===== config.mk =====
export PLATFORM = sky130hd
export DESIGN_NAME = bsearch_ctrl
export DESIGN_NICKNAME = d
export VERILOG_FILES = /design/src/rtl/bsearch_ctrl.sv
export SDC_FILE = /design/constraint.sdc
export NUM_CORES = 1
export LEC_CHECK = 0
export CORE_ASPECT_RATIO = 1.75
export CORE_MARGIN = 3
export CORE_UTILIZATION = 40
export CTS_BUF_LIST = sky130_fd_sc_hd__clkbuf_8
export CTS_CLUSTER_DIAMETER = 50
export CTS_CLUSTER_SIZE = 14
export DETAILED_ROUTE_END_ITERATION = 8
export GPL_ROUTABILITY_DRIVEN = 1
export SETUP_SLACK_MARGIN = 0.1
export SYNTH_ARGS = -nofsm -noshare
export SYNTH_HDL_FRONTEND = slang
export SYNTH_SLANG_ARGS = --single-unit

===== constraint.sdc =====
create_clock -name clk -period 4.84 [get_ports clk]
set_input_delay 0.484 -clock clk [delete_from_list [all_inputs] [get_ports clk]]
set_output_delay 0.484 -clock clk [all_outputs]
set_load 0.03 [all_outputs]

===== src/rtl/bsearch_ctrl.sv =====
// Binary-search controller: drives probe values into an external magnitude
// comparator and narrows an inclusive [lo, hi] window from its gt/eq/lt flags.
module bsearch_ctrl #(
   parameter int WIDTH = 16,
   parameter int CNT_W = 5
) (
   input  logic             clk,
   input  logic             rst_n,
   input  logic             start,
   input  logic [WIDTH-1:0] lo,
   input  logic [WIDTH-1:0] hi,
   output logic [WIDTH-1:0] probe,
   input  logic             cmp_gt,
   input  logic             cmp_eq,
   input  logic             cmp_lt,
   output logic             busy,
   output logic             done,
   output logic             found,
   output logic             error,
   output logic [WIDTH-1:0] result,
   output logic [CNT_W-1:0] steps
);

   typedef enum logic [1:0] {
      S_IDLE = 2'd0,
      S_CALC = 2'd1,
      S_CMP  = 2'd2,
      S_FIN  = 2'd3
   } state_t;

   state_t           state_q;
   logic [WIDTH-1:0] lo_q;
   logic [WIDTH-1:0] hi_q;
   logic [WIDTH-1:0] probe_q;
   logic [WIDTH-1:0] result_q;
   logic [CNT_W-1:0] steps_q;
   logic             busy_q;
   logic             done_q;
   logic             found_q;
   logic             error_q;

   // Midpoint is formed one bit wider so hi - lo never wraps; the result
   // always fits back into WIDTH bits because it lies inside [lo, hi].
   logic [WIDTH-1:0] mid_d;
   logic [CNT_W-1:0] steps_d;

   always_comb begin
      mid_d   = WIDTH'({1'b0, lo_q} + (({1'b0, hi_q} - {1'b0, lo_q}) >> 1));
      steps_d = (steps_q == {CNT_W{1'b1}}) ? steps_q : steps_q + CNT_W'(1);
   end

   always_ff @(posedge clk or negedge rst_n) begin
      if (!rst_n) begin
         state_q  <= S_IDLE;
         lo_q     <= '0;
         hi_q     <= '0;
         probe_q  <= '0;
         result_q <= '0;
         steps_q  <= '0;
         busy_q   <= 1'b0;
         done_q   <= 1'b0;
         found_q  <= 1'b0;
         error_q  <= 1'b0;
      end else begin
         done_q <= 1'b0;
         case (state_q)
            S_IDLE: begin
               if (start) begin
                  lo_q     <= lo;
                  hi_q     <= hi;
                  steps_q  <= '0;
                  found_q  <= 1'b0;
                  error_q  <= 1'b0;
                  result_q <= '0;
                  busy_q   <= 1'b1;
                  state_q  <= S_CALC;
               end
            end
            S_CALC: begin
               if (lo_q > hi_q) begin
                  found_q <= 1'b0;
                  state_q <= S_FIN;
               end else begin
                  probe_q <= mid_d;
                  steps_q <= steps_d;
                  state_q <= S_CMP;
               end
            end
            S_CMP: begin
               // Edge bounds are checked before stepping so lo-1 / hi+1 never wrap.
               case ({cmp_gt, cmp_eq, cmp_lt})
                  3'b010: begin
                     result_q <= probe_q;
                     found_q  <= 1'b1;
                     state_q  <= S_FIN;
                  end
                  3'b100: begin
                     if (probe_q == lo_q) begin
                        state_q <= S_FIN;
                     end else begin
                        hi_q    <= probe_q - WIDTH'(1);
                        state_q <= S_CALC;
                     end
                  end
                  3'b001: begin
                     if (probe_q == hi_q) begin
                        state_q <= S_FIN;
                     end else begin
                        lo_q    <= probe_q + WIDTH'(1);
                        state_q <= S_CALC;
                     end
                  end
                  default: begin
                     error_q <= 1'b1;
                     found_q <= 1'b0;
                     state_q <= S_FIN;
                  end
               endcase
            end
            S_FIN: begin
               done_q  <= 1'b1;
               busy_q  <= 1'b0;
               state_q <= S_IDLE;
            end
            default: state_q <= S_IDLE;
         endcase
      end
   end

   assign probe  = probe_q;
   assign busy   = busy_q;
   assign done   = done_q;
   assign found  = found_q;
   assign error  = error_q;
   assign result = result_q;
   assign steps  = steps_q;

endmodule

Yosys cells after proc, flatten, opt, wreduce, memory -nomap -nowiden
Index checks and enable logic that the tools add are counted.
{ "totals": {"word_cells": 82, "in_bits": 38, "reg_bits": 75} }
{ "classes": {"n_reduce_logical": 15, "eq_ne": 20, "n_lt_le_gt_ge": 1, "add_sub_neg": 5, "n_bitwise": 1, "muxes": 30} }
{ "ops": {"columns": ["operator", "n"], "rows": [
  ["16-bit two-way mux", 8],
  ["16-bit one-hot mux with 2 select lines", 3],
  ["16-bit == test", 2],
  ["2-bit != test (second input constant)", 9],
  ["16-bit by 16-bit subtractor with 17-bit output", 1],
  ["16-bit by 1-bit adder with 16-bit output (second input constant)", 1],
  ["16-bit adder", 1],
  ["16-bit greater-than comparator", 1],
  ["4-bit AND reduction", 4],
  ["16-bit by 1-bit subtractor with 16-bit output (second input constant)", 1],
  ["5-bit two-way mux", 3],
  ["5-bit one-hot mux with 2 select lines", 1],
  ["2-bit one-hot mux with 4 select lines", 1],
  ["1-bit two-way mux", 6],
  ["2-bit two-way mux", 3],
  ["1-bit one-hot mux with 2 select lines", 3],
  ["3-bit AND reduction", 2],
  ["2-bit nonzero test", 3],
  ["5-bit by 1-bit adder with 5-bit output (second input constant)", 1],
  ["5-bit == test (second input constant)", 1],
  ["2-bit == test (second input constant)", 2],
  ["2-bit by 1-bit != test with 1-bit output (second input constant)", 2],
  ["2-bit one-hot mux with 2 select lines", 1],
  ["2-bit AND reduction", 2],
  ["other kinds (10)", 10]
]} }

Logic depth before layout (Yosys ltp)
Gate-level depths: netlist of the first run.
{ "depth": {"ltp_word": 4, "ltp_mapped": 17, "ltp_nobuf": 16} }

Worst setup path after synthesis of the first run
No wires, ideal clock.
{ "synth_timing": {"path_type": "flip-flop to flip-flop", "start": "register lo_q[4]", "end": "register probe_q[15], in the netlist probe[15]", "t_arrival_ns": 3.560, "setup_ns": 0.083, "t_required_ns": 4.757, "setup_slack_ns": 1.198, "synth_period_minus_slack_ns": 3.642, "path_buffers": 1, "stages_incl_launch_ff": 18, "path_cell_list": "dfrtp_1 -> inv_1 -> ha_1 -> a211oi_1 -> nor2_1 -> a311oi_1 -> o21ai_0 -> a211oi_1 -> nor2_1 -> xor2_1 -> ha_1 -> clkbuf_1 -> a21o_1 -> a21o_1 -> a21oi_1 -> o21ai_0 -> xnor3_1 -> o21ai_0"} }
{ "synth_via": {"elab_chain_len": 3, "word_cells_on_any_way": 5} }
{ "synth_lines": {"columns": ["element", "line", "source"], "rows": [
  ["from (decl)", "32", "logic [WIDTH-1:0] lo_q;"],
  ["from (signal assigned)", "69", "lo_q <= lo;"],
  ["from (signal assigned)", "109", "lo_q <= probe_q + WIDTH'(1);"],
  ["branches (longest 3 deep; another with 16-bit by 16-bit subtractor with 17-bit output)", null, null],
  ["to (signal assigned)", "84", "probe_q <= mid_d;"],
  ["to (decl)", "34", "logic [WIDTH-1:0] probe_q;"]
]} }
Parallel ways; which one is timed is not known.
A chain may end at the register's enable or synchronous reset.

Worst setup path after layout of the first run
Ends and elaborated chain as after synthesis.

==> results of run 1 <==
flip-flops by register name, indices dropped and copies added, names as in the netlist:
| name | flops |
|---|---|
| done | 1 |
| hi_q | 16 |
| result | 16 |
| error | 1 |
| steps | 5 |
| probe | 16 |
| state_q | 2 |
| lo_q | 16 |
| busy | 1 |
| found | 1 |
cells in the mapped netlist (4+ instances only):
cell / instances / share of area
sky130_fd_sc_hd__a211oi_1: 7 / 0.0093
sky130_fd_sc_hd__a21o_1: 15 / 0.020
sky130_fd_sc_hd__a21oi_1: 59 / 0.052
sky130_fd_sc_hd__a31oi_1: 5 / 0.0055
sky130_fd_sc_hd__and3_1: 5 / 0.0055
sky130_fd_sc_hd__buf_2: 10 / 0.0089
sky130_fd_sc_hd__buf_6: 4 / 0.0080
sky130_fd_sc_hd__clkbuf_1: 17 / 0.011
sky130_fd_sc_hd__clkbuf_8: 6 / 0.015
sky130_fd_sc_hd__dfrtp_1: 75 / 0.33
sky130_fd_sc_hd__ha_1: 34 / 0.075
sky130_fd_sc_hd__inv_1: 26 / 0.017
sky130_fd_sc_hd__mux2i_1: 7 / 0.012
sky130_fd_sc_hd__nand2_1: 97 / 0.064
sky130_fd_sc_hd__nand2b_1: 5 / 0.0055
sky130_fd_sc_hd__nand3_1: 8 / 0.0071
sky130_fd_sc_hd__nand4_1: 16 / 0.018
sky130_fd_sc_hd__nor2_1: 48 / 0.032
sky130_fd_sc_hd__nor2b_1: 4 / 0.0044
sky130_fd_sc_hd__nor4_1: 5 / 0.0055
sky130_fd_sc_hd__o21ai_0: 75 / 0.066
sky130_fd_sc_hd__o31ai_1: 5 / 0.0066
sky130_fd_sc_hd__or3_1: 4 / 0.0044
sky130_fd_sc_hd__xnor2_1: 54 / 0.084
sky130_fd_sc_hd__xor2_1: 31 / 0.048
final timing paths:
path | endpoint | startpoint
hold / removal | probe[7] | rst_n
setup / recovery | probe[15] | lo_q[4]
setup reg to reg | probe[15] | lo_q[4]
hold reg to reg | result[12] | result[12]
max in group asynchronous | probe[2] | rst_n
min in group clk | result[12] | result[12]
stage by stage:
stage	instance area [um2]	setup slack (ns)	cells
finish	6600	0.791	901
global route	6600	0.432	901
global placement	6410	1.00	885
detailed placement	6410	0.856	885
floorplan	5650	1.20	671
CTS	6600	0.827	901
per-layer routing:
metal | routed length [um] | vias to the layer above
met5 | 0 | -
met4 | 603 | 0
met3 | 582 | 45
met2 | 8480 | 127
met1 | 6360 | 2310
li1 | - | 2421
kinds of logic after synthesis:
| kind of cell | after synthesis |
|---|---|
| XOR/XNOR | 86 |
| adder cells (fa/ha/maj) | 36 |
| AO/OA/AOI/OAI | 188 |
| buffers and inverters | 67 |
| flip-flops | 75 |
| AND/OR/NAND/NOR | 209 |
| multiplexers | 10 |
worst max-delay path, delay by kind of cell (launching register included):
kind / cells / cell delay (ns)
AOI/OAI and AO/OA: 9 / 2.04
xor gates and xnor gates: 2 / 0.49
adders and majority gates: 2 / 0.74
buffers and inverters: 1 / 0.08
DFF: 1 / 0.42
and+or+nand+nor: 2 / 0.19
final cells by class:
class,count,area share
Clock buffer,10,0.0209
Clock inverter,6,0.00702
Inverter,26,0.0148
Multi-Input combinational cell,529,0.519
Sequential cell,75,0.284
Tap cell,174,0.0330
Timing Repair Buffer,81,0.121
==> implementation parameters, run 1 <==
Parameter                              Value

Outcome
  Run status ... complete, no violations

Worst setup path
  Biggest cell delay along the critical path ... approximately 0.42 ns
  Logic depth of the worst register-to-register path ... 16
  Critical Path RT ... ~5.1 ns
  Type of destination of the critical path ... flop
  Worst path cell trace ... inv_1, ha_1, a211oi_1, nor2_1, a311oi_1, o21ai_0, a211oi_1, nor2_1, xor2_1, ha_1, a21o_1, a21o_1, a21oi_1, o21ai_0, xnor3_1, o21ai_0
  Worst reg2reg setup slack ... roughly 0.79 ns
  Worst setup path category ... reg -> reg
  Crit path top cell by count ... sky130_fd_sc_hd__o21ai_0
  CP Launch Type ... flop
  Critical path peak fanout ... 7
  Slowest CP cell ... sky130_fd_sc_hd__dfrtp_1
  Data arrival time of the worst path ... about 4.3 ns

Drt
  Number of remaining DRC errors ... 0
  Number of nets with antenna violations after detailed routing ... 0
  Number of search-and-repair iterations in the first detailed-routing pass ... 5
  Detailed-route wire length ... between 15,000 and 20,000 um
  Initial detailed-routing violation count ... ~280
  Per-cell via count in the routed design ... between 5 and 6
  DR WL/cell ... 17.8 um
  Total via count in the routed design ... 4,903

Final layout
  FF/Latch Area ... between 1500 and 2000 um2
  Most common library cell in the layout ignoring fill and taps ... sky130_fd_sc_hd__nand2_1
  Area used by multi-input combinational logic ... approximately 3400 um2
  Final cell utilization of the core ... 0.485
  Commonest non-fill, non-tap cells in the layout ... sky130_fd_sc_hd__nand2_1, sky130_fd_sc_hd__clkdlybuf4s50_1, sky130_fd_sc_hd__o21ai_0, sky130_fd_sc_hd__dfrtp_1, sky130_fd_sc_hd__a21oi_1
  Fill cells ... ~1,300
  Layout overhead on the synthesized area ... 16.8%
  Proportion of layout cells with a drive suffix above 1 ... 0.0550
  Diodes inserted ... 0
  Post-layout nets ... ~800

STA
  Final hold violation count ... 0
  Time the final worst path needs with I/O delays and setup ... just over 4 ns
  Total negative setup slack ... 0 ns
  Worst slew slack as a fraction of its limit ... 0.282
  Total setup violations reported at the end of the flow ... 0
  Final worst path period share ... 0.837
  Final max-slew violation count ... 0
  Tightest hold margin ... around 0.26 ns
  Worst Max-Slew Pin Slew ... between 1 and 1.5 ns
  Largest clock skew in the final design ... roughly 0.013 ns
  RSZ-0062 raised after global routing ... false
  Maximum achievable frequency ... about 0.25 GHz

Placed design
  Last weighted congestion value of the routability-driven placer ... just under 1
  Port bufs ... 78
  Estimated wirelength of the detail-placed design ... 12,200 um

Logic synthesis
  Number of storage elements in the synthesis netlist ... 75
  Combinational family with the most area after synthesis ... compound AO/OA/AOI/OAI gates
  Share of the synthesized area in compound gates (AO/OA/AOI/OAI) ... 0.194
  Synthesized cell area ... 5650 um2
  EDFF count, synth ... 0
  Ys flop type ... sky130_fd_sc_hd__dfrtp_1
  Simple-gate portion of the synthesized area ... 0.172
  Mux contribution to synthesized area ... 0.0184
  Post-synthesis sequential area ratio ... 0.332
  Net count after synthesis ... about 750
  Synthesized area per cell ... around 8.4 um2
  Proportion of synthesized flip-flops having asynchronous set or reset ... 1.00
  Post-Synth XOR/XNOR Area ... 0.136
  Distinct cell type count after synthesis ... 56
  Yosys warns ... 0
  Number of standard cells after synthesis ... between 600 and 700
  Post-Synth Adder-Cell Area ... 0.0824

Clock tree
  Number of clock buffers inserted by TritonCTS ... 9
  Clock tree from TritonCTS ... done
  Post-CTS Setup Repair Bufs ... 0
  CTS resizes ... 0
  Worst-path clk slew ... about 0.090 ns
  Clk Latency, worst-skew pair ... about 0.37 ns
  Maximum count of clock buffers along a single path ... 2
  Total number of H-tree levels ... 3
  Root Buffer Master ... sky130_fd_sc_hd__clkbuf_8
  Clock sink total ... 75
  Cts-stage hold buffer count ... 0

Global routing
  Remaining Overflow, GRT ... 0
  Wire length of the first global-routing pass ... between 20,000 and 30,000 um
  Met3 layer usage reported by global route ... 0.0355
  Maximum number of pins on one net before global-route repair ... 76
  Met1 usage in global routing ... 0.252
  Antenna violations before repair ... 0
  Busiest grt layer ... met2
  Global-route met2 utilization ... 0.390
  Via count of the first global-routing pass ... around 5,000
  Global-route total usage across every layer ... 0.219

Floorplanning
  Chip Height ... 163 um
  Effective utilization at floorplan ... 0.416
  CORE AREA ... around 14,000 um2
  Standard-cell rows ... between 50 and 60
  Die area ... approximately 16,000 um2
  Number of I/O pins ... ~80
  Die X-Extent ... about 96 um

Min path
  Worst hold-check path type ... in -> async

Flow run
  Number of maximum-capacitance violations ... 0
Power of run 1 is not shown: default switching activity piles up to over one toggle a cycle in this logic, so the estimate is an artifact.
==> run 2, diff against run 1 <==
==> constraint.sdc (replaced) <==
create_clock -name clk -period 3.95 [get_ports clk]
set_input_delay 0.395 -clock clk [delete_from_list [all_inputs] [get_ports clk]]
set_output_delay 0.395 -clock clk [all_outputs]
set_load 0.03 [all_outputs]
==> implementation parameters, run 2 (synthesis gave the netlist of run 1 again) <==
Parameter                              Value

Outcome
  Run status ... complete, no violations

Final layout
  Diodes inserted ... 0
  Commonest non-fill, non-tap cells in the layout ... sky130_fd_sc_hd__nand2_1, sky130_fd_sc_hd__clkdlybuf4s50_1, sky130_fd_sc_hd__dfrtp_1
  Layout overhead on the synthesized area ... 20.3%
  Cell area after layout ... 6800 um2
  Final cell utilization of the core ... 0.500
  Most common library cell in the layout ignoring fill and taps ... sky130_fd_sc_hd__nand2_1
  Post-layout nets ... 810
  Proportion of layout cells with a drive suffix above 1 ... 0.0850

Clock tree
  Number of clock buffers inserted by TritonCTS ... 9
  Worst-path clk slew ... about 0.08 ns
  Clock tree from TritonCTS ... done
  Maximum count of clock buffers along a single path ... 2
  Root Buffer Master ... sky130_fd_sc_hd__clkbuf_8
  Clock sink total ... 75
  Clk Latency, worst-skew pair ... about 0.36 ns
  Total number of H-tree levels ... 3

Drt
  Met3 wire length ... between 700 and 800 um
  Per-cell via count in the routed design ... 5.53
  Routed metal-1 wirelength ... roughly 6300 um
  Met2 wire length ... ~9000 um
  Max Used Layer ... met4
  Number of search-and-repair iterations in the first detailed-routing pass ... 5
  Detailed-route wire length ... 16,600 um
  Number of nets with antenna violations after detailed routing ... 0
  Total via count in the routed design ... around 5,000
  Number of remaining DRC errors ... 0
  Initial detailed-routing violation count ... roughly 230
  DR WL/cell ... between 15 and 20 um

Floorplanning
  CORE AREA ... roughly 14,000 um2
  Die X-Extent ... roughly 96 um
  Die area ... between 15,000 and 20,000 um2
  Number of I/O pins ... 79
  Chip Height ... between 150 and 200 um
  Standard-cell rows ... 56
  Effective utilization at floorplan ... 0.416

Worst setup path
  Critical Path RT ... between 4 and 5 ns
  Data arrival time of the worst path ... roughly 4 ns
  Worst setup path category ... reg -> reg
  CP Launch Type ... flop
  Type of destination of the critical path ... flop
  Critical path peak fanout ... 5

STA
  Total setup violations reported at the end of the flow ... 0
  Largest clock skew in the final design ... 0.0175 ns
  Total negative setup slack ... 0 ns
  Tightest hold margin ... about 0.2 ns
  RSZ-0062 raised after global routing ... false
  Final hold violation count ... 0
  Worst Max-Slew Pin Slew ... between 1 and 1.5 ns
  Final max-slew violation count ... 0
  Time the final worst path needs with I/O delays and setup ... approximately 3.7 ns
  Worst slew slack as a fraction of its limit ... 0.244
  Final worst path period share ... 0.934
  Maximum achievable frequency ... about 0.27 GHz

Global routing
  Via count of the first global-routing pass ... a little over 5,000
  Remaining Overflow, GRT ... 0
  Wire length of the first global-routing pass ... about 26,000 um
  Antenna violations before repair ... 0
  Global-route total usage across every layer ... 0.221
  Maximum number of pins on one net before global-route repair ... 76

Placed design
  Cell Area, Placed ... between 6000 and 7000 um2
  Port bufs ... about 80
  Last weighted congestion value of the routability-driven placer ... 0.947
  Estimated wirelength of the detail-placed design ... roughly 12,000 um

Flow run
  Number of maximum-capacitance violations ... 0

Min path
  Worst hold-check path type ... in -> async
==> run 2: per-stage QoR <==
stage / cells / setup WS, ns
6_report: 915 / 0.260
5_1_grt: 915 / 0.0653
4_1_cts: 911 / 0.113
3_5_place_dp: 895 / 0.128
3_3_place_gp: 895 / 0.235
2_1_floorplan: 671 / 0.308
==> run 2: layer usage <==
| metal | track usage | up-vias |
|---|---|---|
| li1 | - | 2453 |
| met1 | 0.254 | 2413 |
| met2 | 0.398 | 151 |
| met3 | 0.0300 | 43 |
| met4 | 0.0939 | 0 |
| met5 | 0 | - |
==> run 2: path summary, 6_finish.rpt <==
kind                       cells past startpoint   endpoint  startpoint  slack (ns)
max in group asynchronous                      1    hi_q[3]       rst_n        3.12
min in group clk                               2  result[8]   result[8]        0.49
setup / recovery                              15  probe[12]     lo_q[3]        0.26
setup reg to reg                              15  probe[12]     lo_q[3]        0.26
hold / removal                                 1   steps[1]       rst_n        0.20
hold reg to reg                                2  result[8]   result[8]        0.49
==> run 2: cell type report <==
cell class                      count  area (um2)
Tap cell                          174         218
Sequential cell                    75        1880
Clock inverter                      6        96.3
Fill cell                        1341        6790
Inverter                           26        97.6
Clock buffer                       10         138
Timing Repair Buffer               95         906
Multi-Input combinational cell    529        3470
==> run 2: worst max-delay path: stages, from the launching register on <==
cell and delay (ns):
sky130_fd_sc_hd__dfrtp_1 0.42, sky130_fd_sc_hd__inv_1 0.09, sky130_fd_sc_hd__ha_2 0.31, sky130_fd_sc_hd__or2_2 0.32, sky130_fd_sc_hd__o31a_1 0.13, sky130_fd_sc_hd__a21o_1 0.19
sky130_fd_sc_hd__a21oi_1 0.17, sky130_fd_sc_hd__xnor2_1 0.16, sky130_fd_sc_hd__ha_2 0.35, sky130_fd_sc_hd__and3_1 0.23, sky130_fd_sc_hd__a221oi_4 0.28, sky130_fd_sc_hd__o211ai_1 0.15
sky130_fd_sc_hd__a31o_2 0.27, sky130_fd_sc_hd__a21oi_1 0.17, sky130_fd_sc_hd__xnor2_1 0.08, sky130_fd_sc_hd__mux2_2 0.25
==> run 2: timing repair <==
| item | 4_1_cts | 5_1_grt |
|---|---|---|
| gates resized for setup | 0 | 13 |
| endpoints found under the setup margin | 0 | 3 |
| hold buffers | 0 | 0 |
| buffers inserted | 0 | 4 |
Power of run 2 is left out for the same reason.
